--- config.mk ---
export PLATFORM = sky130hd
export DESIGN_NAME = io_request_arbiter
export DESIGN_NICKNAME = d
export VERILOG_FILES = /design/src/rtl/io_request_arbiter.sv
export SDC_FILE = /design/constraint.sdc
export NUM_CORES = 1
export LEC_CHECK = 0
export CORE_AREA = 2 2 196 198
export CTS_CLUSTER_SIZE = 24
export DETAILED_ROUTE_END_ITERATION = 8
export DIE_AREA = 0 0 198 200
export PLACE_DENSITY = 0.72
export SYNTH_ARGS = -nofsm -noshare
export SYNTH_HDL_FRONTEND = slang
export SYNTH_HIERARCHICAL = 1
export SYNTH_SLANG_ARGS = --single-unit
--- constraint.sdc ---
create_clock -name clk -period 2.4 [get_ports clk]
set_clock_uncertainty 0.05 [all_clocks]
set_input_delay 0.48 -clock clk [delete_from_list [all_inputs] [get_ports clk]]
set_output_delay 0.48 -clock clk [all_outputs]
set_load 0.03 [all_outputs]
--- src/rtl/io_request_arbiter.sv ---
// io_request_arbiter
//   Round-robin arbiter that funnels per-core non-cacheable read/write requests
//   onto a single device bus, one transaction at a time.
//
// Parameters
//   NUM_CORES       number of requesting cores (power of 2, 2..16)
//   TIMEOUT_CYCLES  bus cycles to wait for bus_ack before forcing completion
//
// Ports
//   clk, reset_n            clock, asynchronous active-low reset
//   core_write_en/read_en   per-core request strobes, held until core_done
//   core_address/write_data per-core 32-bit fields packed core i at [32i+31:32i]
//   core_read_data          per-core registered read result, same packing
//   core_done/core_error    one-cycle completion pulse / timeout flag per core
//   bus_*                   device bus strobes, address, data, ack
//   busy                    high whenever a transaction is in flight

module io_request_arbiter #(
    parameter int NUM_CORES      = 4,
    parameter int TIMEOUT_CYCLES = 256
) (
    input  logic                    clk,
    input  logic                    reset_n,
    input  logic [NUM_CORES-1:0]    core_write_en,
    input  logic [NUM_CORES-1:0]    core_read_en,
    input  logic [NUM_CORES*32-1:0] core_address,
    input  logic [NUM_CORES*32-1:0] core_write_data,
    output logic [NUM_CORES*32-1:0] core_read_data,
    output logic [NUM_CORES-1:0]    core_done,
    output logic [NUM_CORES-1:0]    core_error,
    output logic                    bus_write_en,
    output logic                    bus_read_en,
    output logic [31:0]             bus_address,
    output logic [31:0]             bus_write_data,
    input  logic [31:0]             bus_read_data,
    input  logic                    bus_ack,
    output logic                    busy
);
    localparam int IW = $clog2(NUM_CORES);
    localparam int CW = 16;

    typedef enum logic [1:0] {IDLE, BUS, DONE} state_t;

    state_t                       state, state_nxt;
    logic [IW-1:0]                ptr, gnt;
    logic [31:0]                  lat_addr, lat_data;
    logic                         lat_wr;
    logic [CW-1:0]                cnt;
    logic                         err;

    logic [NUM_CORES-1:0]         req;
    logic [NUM_CORES-1:0][31:0]   addr_v, data_v;
    logic                         arb_vld;
    logic [IW-1:0]                arb_idx, idx;
    logic                         timeout, complete;
    logic [NUM_CORES-1:0]         slot_load;
    logic [31:0]                  slot_din;

    assign req    = core_write_en | core_read_en;
    assign addr_v = core_address;
    assign data_v = core_write_data;

    // Scan from the pointer downward in distance so the nearest requester
    // (smallest offset from ptr) is the last, winning assignment.
    always_comb begin
        arb_vld = 1'b0;
        arb_idx = '0;
        idx     = '0;
        for (int k = NUM_CORES - 1; k >= 0; k--) begin
            idx = ptr + IW'(k);
            if (req[idx]) begin
                arb_vld = 1'b1;
                arb_idx = idx;
            end
        end
    end

    assign timeout  = (cnt == CW'(TIMEOUT_CYCLES - 1));
    assign complete = (state == BUS) && (bus_ack || timeout);

    always_comb begin
        state_nxt = state;
        case (state)
            IDLE:    if (arb_vld)  state_nxt = BUS;
            BUS:     if (complete) state_nxt = DONE;
            DONE:                  state_nxt = IDLE;
            default:               state_nxt = IDLE;
        endcase
    end

    always_ff @(posedge clk or negedge reset_n) begin
        if (!reset_n) begin
            state    <= IDLE;
            ptr      <= '0;
            gnt      <= '0;
            lat_addr <= '0;
            lat_data <= '0;
            lat_wr   <= 1'b0;
            cnt      <= '0;
            err      <= 1'b0;
        end else begin
            state <= state_nxt;
            case (state)
                IDLE: if (arb_vld) begin
                    gnt      <= arb_idx;
                    ptr      <= arb_idx + 1'b1;   // wraps naturally: NUM_CORES is 2^IW
                    lat_addr <= addr_v[arb_idx];
                    lat_data <= data_v[arb_idx];
                    lat_wr   <= core_write_en[arb_idx];
                    cnt      <= '0;
                    err      <= 1'b0;
                end
                BUS: begin
                    cnt <= cnt + 1'b1;
                    // ack wins over a coincident timeout
                    if (bus_ack)      err <= 1'b0;
                    else if (timeout) err <= 1'b1;
                end
                default: ;
            endcase
        end
    end

    // Read results land in the granted core's slot; timed-out reads return all ones.
    assign slot_din = bus_ack ? bus_read_data : 32'hFFFF_FFFF;

    for (genvar i = 0; i < NUM_CORES; i++) begin : g_slot
        assign slot_load[i] = complete && !lat_wr && (gnt == IW'(i));
        io_request_arbiter_slot u_slot (
            .clk     (clk),
            .reset_n (reset_n),
            .load    (slot_load[i]),
            .din     (slot_din),
            .dout    (core_read_data[32*i +: 32])
        );
    end

    assign busy           = (state != IDLE);
    assign bus_write_en   = (state == BUS) &&  lat_wr;
    assign bus_read_en    = (state == BUS) && !lat_wr;
    assign bus_address    = (state == BUS) ? lat_addr : '0;
    assign bus_write_data = (state == BUS) ? lat_data : '0;
    assign core_done      = (state == DONE)        ? (NUM_CORES'(1) << gnt) : '0;
    assign core_error     = (state == DONE && err) ? (NUM_CORES'(1) << gnt) : '0;

endmodule

// Per-core read-result register: holds until the next read completion for that core.
module io_request_arbiter_slot (
    input  logic        clk,
    input  logic        reset_n,
    input  logic        load,
    input  logic [31:0] din,
    output logic [31:0] dout
);
    always_ff @(posedge clk or negedge reset_n) begin
        if (!reset_n)  dout <= '0;
        else if (load) dout <= din;
    end
endmodule

Word-level counts from Yosys, hierarchy flattened

Index checks and enable logic that the tools add are counted.

Register bits: 216
Latch bits: 0
Bits in writable memories: 0
Memory bits (read-only): 0
Input port bits: 299
Output and inout bits: 203
Word-level logic and storage cells: 88
Memories kept: 0

Add/sub/neg operators: 5
$mul: 0
Divide/modulo/power cells: 0
Order comparisons: 5
Eq/ne operators: 9
Shift operators: 1
Mux-type cells: 36
Bitwise logic cells: 1
Reductions and logical operators: 19

Operator list:

| operator                                                                     | count |
|---|---|
| 32-bit two-way mux                                                           | 5 |
| 32-bit binary-select mux with 2-bit select                                   | 2 |
| 16-bit case mux with 2 select lines                                          | 1 |
| 16-bit by 1-bit adder with 16-bit output, second input constant              | 1 |
| 16-bit by 8-bit equality test with 1-bit output, second input constant       | 1 |
| 16-bit two-way mux                                                           | 1 |
| 2-bit by 3-bit less-than comparator with 1-bit output, second input constant | 5 |
| 1-bit two-way mux                                                            | 12 |
| 2-bit two-way mux                                                            | 6 |
| 1-bit binary-select mux with 2-bit select                                    | 5 |
| 1-bit logical AND                                                            | 9 |
| 4-bit two-way mux                                                            | 2 |
| 2-bit equality test, second input constant                                   | 3 |
| 2-bit AND reduction                                                          | 3 |
| 2-bit by 1-bit adder with 2-bit output, second input constant                | 2 |
| 2-bit adder, second input constant                                           | 2 |
| 2-bit by 1-bit equality test with 1-bit output, second input constant        | 2 |
| 2-bit logical NOT                                                            | 2 |
| 2-bit != test, second input constant                                         | 2 |
| 4-bit bitwise OR                                                             | 1 |
| 2-bit case mux with 2 select lines                                           | 1 |
| 2-bit nonzero test                                                           | 2 |
| 1-bit by 2-bit left shift with 4-bit output, first input constant            | 1 |
| 3-bit != test, second input constant                                         | 1 |
| 4 further kinds                                                              | 4 |

Depth between registers and ports, before layout

Word-level depth: 9
Depth in mapped cells: 9

Modules after synthesis

Netlist, hierarchy kept.

By module, submodules not included:

| module                  | instances | cells an instance | area an instance (um2) | seq. area each (um2) |
|---|---|---|---|---|
| io_request_arbiter      | 1         | 623               | 6443.7                 | 2202.1 |
| io_request_arbiter_slot | 4         | 68                | 1345.0                 | 800.8 |

Worst setup path after synthesis

Ideal clock, no wire load.

Path type: register to register
From: reg state[1]
To: reg g_slot[0].u_slot.dout[0]
Setup time: 0.125 ns
Arrival: 2.048 ns
Slack: 0.177 ns
Stages on the path, launching flop included: 8
Buffers on the path: 2
Period minus slack after synthesis: 2.223 ns
Cell sequence: dfrtp_1 > nand2b_1 > nor2_1 > nand2b_1 > nor3_1 > buf_6 > buf_12 > mux2_4

Word-level cells in the longest chain between the ends: 4

Ends and longest elaborated chain:

| what                                           | RTL line | source |
|---|---|---|
| start, declared                                | 44       | `state_t state, state_nxt;` |
| start signal, assigned                         | 102      | `state <= state_nxt;` |
| 2-bit by 1-bit equality test with 1-bit output | 79       | `assign complete = (state == BUS) && (bus_ack \|\| timeout);` |
| 1-bit logical AND                              | 79       |  |
| 1-bit logical AND (2 in a row)                 | 128      | `assign slot_load[i] = complete && !lat_wr && (gnt == IW'(i));` |
| net slot_load[0]                               | 56       | `logic [NUM_CORES-1:0] slot_load;` |
| end signal, assigned                           | 158      | `else if (load) dout <= din;` |
| end, declared                                  | 154      | `output logic [31:0] dout` |

The timed path passes the listed nets, and every way through them passes these cells.
A chain may end at the register's enable or synchronous reset.

Worst setup path in the final report

From: reg state[1]
To: out bus_address[30]

Word-level cells in the longest chain between the ends: 2

Ends and longest elaborated chain:

| what                                           | RTL line | source |
|---|---|---|
| 2-bit by 1-bit equality test with 1-bit output | 141      | `assign bus_address = (state == BUS) ? lat_addr : '0;` |
| 32-bit two-way mux                             | 141      |  |
| end, declared                                  | 33       | `output logic [31:0] bus_address,` |

No other way between the ends.

==> key figures <==
Global route
  – First-pass GRT wire length: 60310 µm
  – GRT Util Overall: 0.1972
  – Initial antenna violation count: 5
  – Largest net degree at the start of global routing: 59
  – Total gr overflow: 0
  – Vias in the first global route: 10240

Place
  – Port bufs: 501
  – Gpl congestion: 0.8377
  – Placed cells: 1918
  – Detail Placement HPWL: 29970 µm

Synth
  – Cell count after synthesis: 895
  – Mapped Avg Cell Area: 13.21 µm²
  – Number of flops mapped to enable cells by yosys: 0
  – Synth Flop Type: dfrtp_1
  – Sequential fraction of the synthesis area: 0.4571
  – FFs w/ async S/R, synth: 1.000
  – Syn Nets: 1195
  – Share of Yosys cell area claimed by the top area cell type: 0.4571
  – Distinct cells, synth: 50
  – Flop and latch count out of synthesis: 216
  – Top post-synthesis cells by area: dfrtp_1, mux2_4, mux2i_1, o221ai_2, and2_1
  – Largest area contributor in the netlist: dfrtp_1
  – Post-Synthesis Cell Area: 11820 µm²
  – Yosys warns: 6

Clock network
  – Root Buffer: clkbuf_16
  – Clk buf depth: 3
  – CTS H-tree depth: 1
  – CTS tree: done
  – Skew-Pair Late Insertion Delay: 0.52 ns
  – CTS clk-pin slew, worst paths: 0.06 ns
  – Clock net sink count: 216
  – Total CTS buffers: 25

Pwr
  – Power per Cell Area: 1386 nW/µm²
  – Leakage power: 8.221 nW
  – Gate power share: 0.602
  – Clock power frac: 0.154
  – Int Power: 15.92 mW
  – Reg power frac: 0.244
  – Peak VDD IR: 0.0006567 V
  – Sw frac: 0.4020
  – Net Switching: 10.70 mW

Floorplanning
  – Ports: 502
  – Die width: 198 µm
  – Initial Util: 0.3161
  – Die Span Y: 200 µm
  – Rows: 71
  – Core area: 37400 µm²
  – Die area: 39600 µm²

Timing
  – Post-layout min period: 2.403 ns
  – Max frequency: 0.4162 GHz
  – Final count of hold timing violations: 0
  – Setup slack after layout: -0.002686 ns
  – Worst rel slew slack: 0.6751
  – RSZ-0062 raised after global routing: true
  – Max Slew Vio Count: 0
  – # setup viols final: 2
  – Slew @ Worst Pin: 0.4874 ns
  – Final period util: 1.001

Critical path
  – Crit end category: primary output
  – Worst EP required: 1.87 ns
  – Max FO, Critical Path: 13
  – Crit Path Category: reg2out
  – Worst reg2reg path depth: 10
  – Crit path DAT: 1.87 ns
  – Crit start category: register

Detailed routing
  – Routed len/inst: 20.60 µm
  – Routed Antenna Nets: 0
  – Via Count: 9559
  – Final WL: 40900 µm
  – Drt pass-1 iters: 4
  – Avg Vias per Cell: 4.816
  – Iteration-0 DRC count of the detailed router: 245
  – DRC viols: 0

Cells and area
  – Multi-input gate area: 5916 µm²
  – Final Instance Count excl. Fillers: 1985
  – Register Area: 5405 µm²
  – Layout fillers: 3187
  – Layout cells sized above 1: 0.3152
  – Most common cell after layout, fill and taps aside: clkdlybuf4s50_1
  – Most frequent cells in the layout: clkdlybuf4s50_1, dfrtp_1, mux2i_1
  – Nets: 1752
  – Layout area overhead: 62.45%
  – Final core utilization: 0.5136

Run status
  – Failing checks: negative setup slack
  – Status: complete, but fails checks

Hold path
  – Class of the worst hold path: in2async

Flow run
  – Max Cap Viol: 0
[what timing repair did]
action	CTS	global route
pin swaps	1	23
endpoints found under the hold margin	53	0
endpoints found under the setup margin	75	176
resized for setup	107	84
setup buffers	8	2
gates cloned	4	3
hold buffers	1	0
[routing by layer]
| metal | share of wire | GRT usage |
|---|---|---|
| met1 | 0.39 | 0.2294 |
| met2 | 0.51 | 0.3491 |
| met5 | 0.00032 | 0 |
| met3 | 0.072 | 0.05192 |
| met4 | 0.032 | 0.07380 |
[critical path: stages, from the launching register on]
cell and delay, ns:
dfrtp_1 0.43, nor2b_4 0.15, buf_12 0.13, buf_12 0.16, buf_16 0.17, and2_4 0.17, buf_12 0.12
[cell usage after synthesis, types with 4 or more instances]
cell	count
o21ai_1	10
nand3_1	5
nand4_1	4
clkbuf_4	4
mux2i_1	134
dfrtp_1	216
a21oi_1	4
and2_1	65
mux2_4	120
buf_8	8
nand2b_1	37
nand2_1	90
o221ai_1	8
nor2_1	20
o21ai_0	4
buf_4	8
clkbuf_1	16
buf_6	8
buf_12	14
nor3_1	4
o221ai_2	58
buf_2	7
a31oi_1	4
mux2_2	8
[cell families (layout without fill, tap and decap cells)]
| kind of cell | Yosys count | count (layout) | share of synthesized area |
|---|---|---|---|
| muxes | 262 | 262 | 0.2734 |
| and+or+nand+nor | 244 | 244 | 0.1081 |
| DFF | 216 | 216 | 0.4571 |
| AOI/OAI and AO/OA | 103 | 103 | 0.1014 |
| buffers and inverters | 68 | 642 | 0.05810 |
| adders and majority gates | 1 | 1 | 0.001058 |
| xor gates and xnor gates | 1 | 1 | 0.0007409 |
| other | 0 | 5 | 0 |
[worst paths after layout]
path	slack [ns]	endpoint	from
setup / recovery	-0.003	bus_address[30]	state[1]
hold / removal	0.43	g_slot[2].u_slot/dout[4]	reset_n
setup reg to reg	0.05	g_slot[1].u_slot/dout[23]	cnt[0]
hold reg to reg	0.43	cnt[7]	cnt[7]
max in group asynchronous	1.16	g_slot[2].u_slot/dout[12]	reset_n
min in group clk	0.43	cnt[7]	cnt[7]
[flip-flops by register name (all words and copies together) (netlist names)]
| register | cells |
|---|---|
| cnt | 16 |
| err | 1 |
| g_slot.u_slot/dout | 128 |
| gnt | 2 |
| lat_addr | 32 |
| lat_data | 32 |
| lat_wr | 1 |
| ptr | 2 |
| state | 2 |
[stage by stage]
step	hold slack [ns]	power, mW	worst slack, ns	instance area, µm²	setup TNS, ns
6_report	0.4304	26.62	-0.002686	19210	-0.002740
5_1_grt	0.4438	27.91	-0.08260	19210	-4.747
4_1_cts	0.4182	26.41	-0.01780	19000	-0.1064
3_5_place_dp	0.3897	21.46	-0.2540	17810	-5.993
3_3_place_gp	0.3925	21.21	-0.2326	17810	-3.880
2_1_floorplan	0.1344	15.67	0.1771	11820	0
[power groups by stage]
stage | Sequential [mW] | Combinational, mW | Clock [mW]
2_1_floorplan | 8.37 | 7.30 | 0
3_3_place_gp | 6.41 | 14.8 | 0
3_5_place_dp | 6.43 | 15.0 | 0
4_1_cts | 6.45 | 15.7 | 4.24
5_1_grt | 6.67 | 16.9 | 4.37
6_report | 6.48 | 16.0 | 4.11
[final cells by class]
| cell class | count | area share |
|---|---|---|
| antenna | 5 | 0.0006514 |
| clock buffer | 32 | 0.03550 |
| clock inverter | 12 | 0.01003 |
| inverter | 3 | 0.0005862 |
| multi-input combinational | 611 | 0.3080 |
| sequential | 216 | 0.2814 |
| tap | 511 | 0.03329 |
| timing repair buffer | 595 | 0.3306 |
(Power assumes the default switching activity.)
